**config.mk**
```make
export PLATFORM = sky130hd
export DESIGN_NAME = apb_master_flat
export DESIGN_NICKNAME = d
export VERILOG_FILES = /design/src/rtl/apb_master_if.sv /design/src/rtl/apb_master.sv /design/src/flat_wrapper.sv
export SDC_FILE = /design/constraint.sdc
export NUM_CORES = 1
export LEC_CHECK = 0
export ABC_AREA = 1
export BUFFER_PORTS_ARGS = -buffer_cell sky130_fd_sc_hd__buf_2
export CAP_MARGIN = 20
export CELL_PAD_IN_SITES_DETAIL_PLACEMENT = 0
export CELL_PAD_IN_SITES_GLOBAL_PLACEMENT = 2
export CORE_MARGIN = 2
export CORE_UTILIZATION = 23
export CTS_CLUSTER_SIZE = 8
export DETAILED_ROUTE_END_ITERATION = 10
export HOLD_SLACK_MARGIN = 0.12
export PLACE_DENSITY_LB_ADDON = 0.12
export SETUP_SLACK_MARGIN = 0.15
export SYNTH_ARGS = -nofsm -noshare
export SYNTH_HDL_FRONTEND = slang
export SYNTH_SLANG_ARGS = --single-unit
```
**constraint.sdc**
```tcl
create_clock -name PCLK -period 3.8 [get_ports PCLK]
set_clock_uncertainty 0.15 [all_clocks]
set_input_delay 0.19 -clock PCLK [delete_from_list [all_inputs] [get_ports PCLK]]
set_output_delay 0.19 -clock PCLK [all_outputs]
set_load 0.03 [all_outputs]
```
**src/rtl/apb_master_if.sv**
```systemverilog
// APB bus bundle between the apb_master bridge and its NUM_SLV peripherals.
// The master modport drives address/control; the slave modport returns PRDATA/PREADY.
interface apb_master_if #(
  parameter int unsigned NUM_SLV = 4
);
  logic [31:0]           PADDR;
  logic                  PWRITE;
  logic [31:0]           PWDATA;
  logic                  PENABLE;
  logic [NUM_SLV-1:0]    PSEL;
  logic [NUM_SLV*32-1:0] PRDATA;
  logic [NUM_SLV-1:0]    PREADY;

  modport master (
    output PADDR,
    output PWRITE,
    output PWDATA,
    output PENABLE,
    output PSEL,
    input  PRDATA,
    input  PREADY
  );

  modport slave (
    input  PADDR,
    input  PWRITE,
    input  PWDATA,
    input  PENABLE,
    input  PSEL,
    output PRDATA,
    output PREADY
  );
endinterface

```
**src/rtl/apb_master.sv**
```systemverilog
// apb_master: single-outstanding CPU-to-APB bridge decoding 4 KB windows onto NUM_SLV slaves.
// Optional ACCESS-phase timeout is compiled in when APB_TIMEOUT_EN is defined.
module apb_master #(
  parameter int unsigned NUM_SLV     = 4,
  parameter logic [31:0] BASE_ADDR   = 32'h1000_0000,
  parameter int unsigned TIMEOUT_CYC = 255
) (
  input  logic         PCLK,
  input  logic         PRESET,
  input  logic         transfer,
  input  logic         write,
  input  logic [31:0]  addr,
  input  logic [31:0]  wdata,
  output logic [31:0]  rdata,
  output logic         ready,
  output logic         err,
  apb_master_if.master apb
);

  localparam int IDX_W = (NUM_SLV > 1) ? $clog2(NUM_SLV) : 1;

  typedef enum logic [1:0] {
    ST_IDLE   = 2'd0,
    ST_SETUP  = 2'd1,
    ST_ACCESS = 2'd2
  } state_t;

  state_t state_reg, state_next;

  logic [31:0]        paddr_reg;
  logic [31:0]        pwdata_reg;
  logic               pwrite_reg;
  logic [IDX_W-1:0]   idx_reg;
  logic               mapped_reg;

  logic [NUM_SLV-1:0] psel_reg, psel_next;
  logic               penable_reg, penable_next;

  logic               done_reg, done_next;
  logic               done_err_reg, done_err_next;
  logic [31:0]        done_data_reg, done_data_next;

  logic               ready_reg;
  logic               err_reg;
  logic [31:0]        rdata_reg;

  // Address decode of the incoming request
  logic [19:0]        page;
  logic               in_range;
  logic [IDX_W-1:0]   idx_dec;

  assign page     = 20'((addr - BASE_ADDR) >> 12);
  assign in_range = (addr >= BASE_ADDR) && ({12'd0, page} < NUM_SLV);
  assign idx_dec  = page[IDX_W-1:0];

  // While IDLE the select is formed from the live request so PSEL is registered into SETUP
  logic [IDX_W-1:0]   sel_idx;
  logic               sel_mapped;
  logic [NUM_SLV-1:0] sel_onehot;
  logic [31:0]        prdata_arr [NUM_SLV];
  logic               pready_sel;

  assign sel_idx    = (state_reg == ST_IDLE) ? idx_dec  : idx_reg;
  assign sel_mapped = (state_reg == ST_IDLE) ? in_range : mapped_reg;

  genvar gi;
  generate
    for (gi = 0; gi < NUM_SLV; gi = gi + 1) begin : g_slv
      assign sel_onehot[gi] = sel_mapped && (sel_idx == IDX_W'(gi));
      assign prdata_arr[gi] = apb.PRDATA[32*gi +: 32];
    end
  endgenerate

  assign pready_sel = apb.PREADY[idx_reg];

`ifdef APB_TIMEOUT_EN
  localparam int WAIT_W = ($clog2(TIMEOUT_CYC + 1) > 8) ? $clog2(TIMEOUT_CYC + 1) : 8;
  localparam logic [WAIT_W-1:0] WAIT_MAX = WAIT_W'(TIMEOUT_CYC - 1);

  logic [WAIT_W-1:0] wait_cnt_reg;

  always_ff @(posedge PCLK or posedge PRESET) begin
    if (PRESET) begin
      wait_cnt_reg <= '0;
    end else if (state_reg == ST_SETUP) begin
      wait_cnt_reg <= '0;
    end else if (state_reg == ST_ACCESS && !pready_sel) begin
      wait_cnt_reg <= wait_cnt_reg + WAIT_W'(1);
    end
  end
`endif

  always_comb begin
    state_next     = state_reg;
    psel_next      = '0;
    penable_next   = 1'b0;
    done_next      = 1'b0;
    done_err_next  = 1'b0;
    done_data_next = '0;

    case (state_reg)
      ST_IDLE: begin
        if (transfer) begin
          state_next = ST_SETUP;
        end
      end
      ST_SETUP: begin
        state_next = ST_ACCESS;
      end
      ST_ACCESS: begin
        if (!mapped_reg) begin
          // Decode miss: single dummy ACCESS cycle, nothing selected
          state_next    = ST_IDLE;
          done_next     = 1'b1;
          done_err_next = 1'b1;
        end else if (pready_sel) begin
          state_next     = ST_IDLE;
          done_next      = 1'b1;
          done_data_next = pwrite_reg ? 32'd0 : prdata_arr[idx_reg];
        end
`ifdef APB_TIMEOUT_EN
        else if (wait_cnt_reg == WAIT_MAX) begin
          state_next    = ST_IDLE;
          done_next     = 1'b1;
          done_err_next = 1'b1;
        end
`endif
      end
      default: begin
        state_next = ST_IDLE;
      end
    endcase

    if (state_next != ST_IDLE) begin
      psel_next = sel_onehot;
    end
    penable_next = (state_next == ST_ACCESS);
  end

  always_ff @(posedge PCLK or posedge PRESET) begin
    if (PRESET) begin
      state_reg     <= ST_IDLE;
      psel_reg      <= '0;
      penable_reg   <= 1'b0;
      done_reg      <= 1'b0;
      done_err_reg  <= 1'b0;
      done_data_reg <= '0;
    end else begin
      state_reg     <= state_next;
      psel_reg      <= psel_next;
      penable_reg   <= penable_next;
      done_reg      <= done_next;
      done_err_reg  <= done_err_next;
      done_data_reg <= done_data_next;
    end
  end

  // Request capture; held through SETUP/ACCESS and afterwards in IDLE
  always_ff @(posedge PCLK or posedge PRESET) begin
    if (PRESET) begin
      paddr_reg  <= '0;
      pwdata_reg <= '0;
      pwrite_reg <= 1'b0;
      idx_reg    <= '0;
      mapped_reg <= 1'b0;
    end else if (state_reg == ST_IDLE && transfer) begin
      paddr_reg  <= addr;
      pwdata_reg <= wdata;
      pwrite_reg <= write;
      idx_reg    <= idx_dec;
      mapped_reg <= in_range;
    end
  end

  // Completion is reported one edge after leaving ACCESS
  always_ff @(posedge PCLK or posedge PRESET) begin
    if (PRESET) begin
      ready_reg <= 1'b0;
      err_reg   <= 1'b0;
      rdata_reg <= '0;
    end else begin
      ready_reg <= done_reg;
      err_reg   <= done_reg & done_err_reg;
      if (done_reg) begin
        rdata_reg <= done_data_reg;
      end
    end
  end

  assign apb.PADDR   = paddr_reg;
  assign apb.PWRITE  = pwrite_reg;
  assign apb.PWDATA  = pwdata_reg;
  assign apb.PENABLE = penable_reg;
  assign apb.PSEL    = psel_reg;

  assign rdata = rdata_reg;
  assign ready = ready_reg;
  assign err   = err_reg;

endmodule

```
**src/flat_wrapper.sv**
```systemverilog
// flat-port wrapper written by rule: the top's interface ports become plain ports
module apb_master_flat 
#(
  parameter int unsigned NUM_SLV     = 4,
  parameter logic [31:0] BASE_ADDR   = 32'h1000_0000,
  parameter int unsigned TIMEOUT_CYC = 255
)
  (PCLK, PRESET, transfer, write, addr, wdata, rdata, ready, err, apb_PADDR, apb_PWRITE, apb_PWDATA, apb_PENABLE, apb_PSEL, apb_PRDATA, apb_PREADY);
  apb_master_if #(.NUM_SLV(NUM_SLV)) apb_i ();
  input  logic PCLK;
  input  logic PRESET;
  input  logic transfer;
  input  logic write;
  input  logic [31:0] addr;
  input  logic [31:0] wdata;
  output logic [31:0] rdata;
  output logic ready;
  output logic err;
  output wire logic [$bits(apb_i.PADDR)-1:0] apb_PADDR;
  output wire logic [$bits(apb_i.PWRITE)-1:0] apb_PWRITE;
  output wire logic [$bits(apb_i.PWDATA)-1:0] apb_PWDATA;
  output wire logic [$bits(apb_i.PENABLE)-1:0] apb_PENABLE;
  output wire logic [$bits(apb_i.PSEL)-1:0] apb_PSEL;
  input wire logic [$bits(apb_i.PRDATA)-1:0] apb_PRDATA;
  input wire logic [$bits(apb_i.PREADY)-1:0] apb_PREADY;
  assign apb_PADDR = apb_i.PADDR;
  assign apb_PWRITE = apb_i.PWRITE;
  assign apb_PWDATA = apb_i.PWDATA;
  assign apb_PENABLE = apb_i.PENABLE;
  assign apb_PSEL = apb_i.PSEL;
  assign apb_i.PRDATA = apb_PRDATA;
  assign apb_i.PREADY = apb_PREADY;
  apb_master #(.NUM_SLV(NUM_SLV), .BASE_ADDR(BASE_ADDR), .TIMEOUT_CYC(TIMEOUT_CYC)) u_core (.PCLK(PCLK), .PRESET(PRESET), .transfer(transfer), .write(write), .addr(addr), .wdata(wdata), .rdata(rdata), .ready(ready), .err(err), .apb(apb_i));
endmodule
```
==> results.ini <==
[synthesis]
postSynthAreaPerCell_um2=8.91
ys.warnings.count=0
netlist-cell-type-count=21
ys_dominant_reg_cell=dfrtp_1
synth-seq-cells=141
synth_top_cell_by_area=dfrtp_1
syn_nets=906
synth_seq_area_share_pct=56.1
syn-cell-area_um2=6290
synth_area_leaders=dfrtp_1 (56%), nand2_1 (12%), nor2_1 (8.8%), o21ai_0 (6.3%), mux2_2 (5.7%)
yosys-top-cells-count=nand2_1 (193), nor2_1 (147), dfrtp_1 (141), o21ai_0 (79), mux2_2 (32)
synth-edff-count=0
synth.top_cell.area_share_pct=56.1
yosysMostFrequentCell=nand2_1
async_reset_ff_share_pct=100
synthCells=706

[outcome]
status=finished clean

[worst_setup_path]
arrival_ps=3020
path_class=reg2reg
crit_slowest_cell=dlygate4sd3_1
worstPathMaxFanout=36
cp_top_family=buffers and inverters
cpMostUsedCell=nand3_2
cp.required_ps=3990
path_cells=buf_4, nand3_2, dlygate4sd3_1, nand2_2, dlygate4sd3_1, nand3_2, nand3_2, nand2_1, nor2_1
crit_path_end_kind=register
slowest_delay_ps=600
startpoint_type=register
path_buf_inv=3

[drt]
top_layer_used=met4
routed_wl_mm=21.6
first_pass_iters=4
ant_nets=0
post-route-drc-count=0
dr_wl_met3_mm=1.70
drtIter0Drc=239
wl_met2_mm=10.2
num_vias=6262
vias_per_cell=4.13
wl_met1_mm=9.51
wire_per_inst_um=14.3

[pwr]
p_int_uw=3240
share_comb_of_total_power_pct=33.6
peakVddDrop_v=0.000263
seqPwrFrac_pct=35.2
power.density_nw_per_um2=499
power.switching_uw=1920
p_sw_share_pct=37.2
p_leak_uw=0.00543
p_clk_share_pct=31.2

[global_routing]
antenna_found_initial=2
grt_pass1_vias=6418
grt_pass1_wl_mm=33.9
grt_max_degree=79
grt_usage_pct=15.2
grt-ovfl-total=0

[timing]
hold_violations=0
drv_slew=0
rsz0062_at_grt=no
min_period_ps=2830
fmax_mhz=353
fin_crit_sh_pct=74.5
setup_tns_ps=0
finalSetupViolations=0
slew_headroom_pct=41.7
worst_pin_slew_ps=875

[die]
initial_core_util_pct=23.4
core_area_um2=26900
io_pins=304
die_h_um=169
fp.dieW_um=169
num_rows=60
dieArea_um2=28700

[placed_design]
place.gp.congestion=0.749
hpwl_mm=14.9
dp.cells=1314
io_buffers=303

[cts]
cts_buffers=17
ctsHoldBuffers=165
cts_sinks=141
htree_levels=4
clkTransAtPathRegs_ps=60
cts_root_buf=clkbuf_16
cts_setup_buffers=0
clock_latency_ps=420
cts_tree=built
clock_path_buffers=2
cts_resized=0

[min_path]
hp-class=reg2reg

[final_layout]
nets=1359
drive_gt1_share_pct=36.1
nFillCells=2887
syn_to_final_growth_pct=64.1
finalNonFillerCells=1516

[job]
drv_cap=0

==> stage by stage <==
stage | setup slack [ps] | utilization [%] | power [uW] | area (um^2) | hold WS, ps
6_report | 970 | 38.4 | 5150 | 10300 | 296
3_3_place_gp | 1670 | 30.0 | 3410 | 8070 | 226
4_1_cts | 914 | 38.3 | 5250 | 10300 | 303
3_5_place_dp | 1600 | 30.0 | 3390 | 8070 | 227
5_1_grt | 740 | 38.4 | 5500 | 10300 | 313
2_1_floorplan | 1700 | - | 2890 | 6290 | 150
==> path summary, 6_finish.rpt <==
check,slack (ps),end,depth (start not counted),start
worst max-delay path,970,u_core.apb.PSEL[0]$_DFF_PP0_,9,u_core.apb.PADDR[13]$_DFFE_PP0P_
worst min-delay path,300,u_core.err$_DFF_PP0_,2,u_core.done_err_reg$_DFF_PP0_
worst max register to register,970,u_core.apb.PSEL[0]$_DFF_PP0_,9,u_core.apb.PADDR[13]$_DFFE_PP0P_
worst min register to register,300,u_core.err$_DFF_PP0_,2,u_core.done_err_reg$_DFF_PP0_
max in group asynchronous,2240,u_core.done_reg$_DFF_PP0_,4,PRESET
min in group asynchronous,310,u_core.apb.PADDR[17]$_DFFE_PP0P_,3,PRESET
==> cells by family (layout without fill, tap and decap cells) <==
kind of cell           count (synthesis)  after routing  share of synthesized area (%)
AOI/OAI and AO/OA                    113            113                           10.8
and+or+nand+nor                      354            354                           22.3
buffers and inverters                 66            532                           5.11
muxes                                 32             32                           5.73
DFF                                  141            141                           56.1
other                                  0              3                              0
==> worst register-to-register path, delay by kind of cell (launching register included) <==
family	cells	cell delay, ps
DFF	1	350
buffers and inverters	3	1610
and+or+nand+nor	6	660
==> power groups by stage <==
| stage | Sequential, uW | Combinational, uW | Clock [uW] |
|---|---|---|---|
| after floorplan | 2200 | 690 | 0 |
| after global placement | 1840 | 1560 | 0 |
| after detailed placement | 1840 | 1550 | 0 |
| after CTS | 1820 | 1760 | 1670 |
| after global routing | 1840 | 1920 | 1740 |
| final | 1820 | 1730 | 1610 |
==> cell type report <==
class	instances	area [um^2]	area share [%]
Antenna cell	3	7.51	0.0727
Sequential cell	141	3530	34.2
Multi-Input combinational cell	499	2440	23.6
Clock buffer	18	429	4.16
Clock inverter	14	134	1.30
Tap cell	341	427	4.13
Timing Repair Buffer	477	3260	31.6
Inverter	23	90.1	0.873
==> per-layer routing <==
layer / vias to the layer above / global-route usage, %
met5: - / 0
met4: 0 / 4.76
met3: 17 / 4.90
met2: 219 / 25.8
met1: 2876 / 18.3
li1: 3150 / -
==> placed cells by master (no fill, tap or decap), types with 2 or more instances in the layout <==
cell | Yosys | layout
nand3_1 | 3 | 3
dlygate4sd3_1 | 0 | 166
o21ai_0 | 79 | 79
clkinvlp_4 | 0 | 6
nand2_2 | 3 | 3
diode_2 | 0 | 3
inv_6 | 0 | 5
inv_1 | 18 | 17
clkinv_4 | 0 | 2
buf_12 | 0 | 2
clkbuf_16 | 0 | 17
buf_2 | 14 | 303
dfrtp_1 | 141 | 139
a21oi_2 | 30 | 30
buf_4 | 7 | 6
mux2_2 | 32 | 32
nand3_2 | 4 | 4
dfrtp_2 | 0 | 2
nor2_1 | 147 | 147
inv_2 | 5 | 5
a21oi_1 | 3 | 3
nand2_1 | 193 | 193
(Power assumes the default switching activity.)
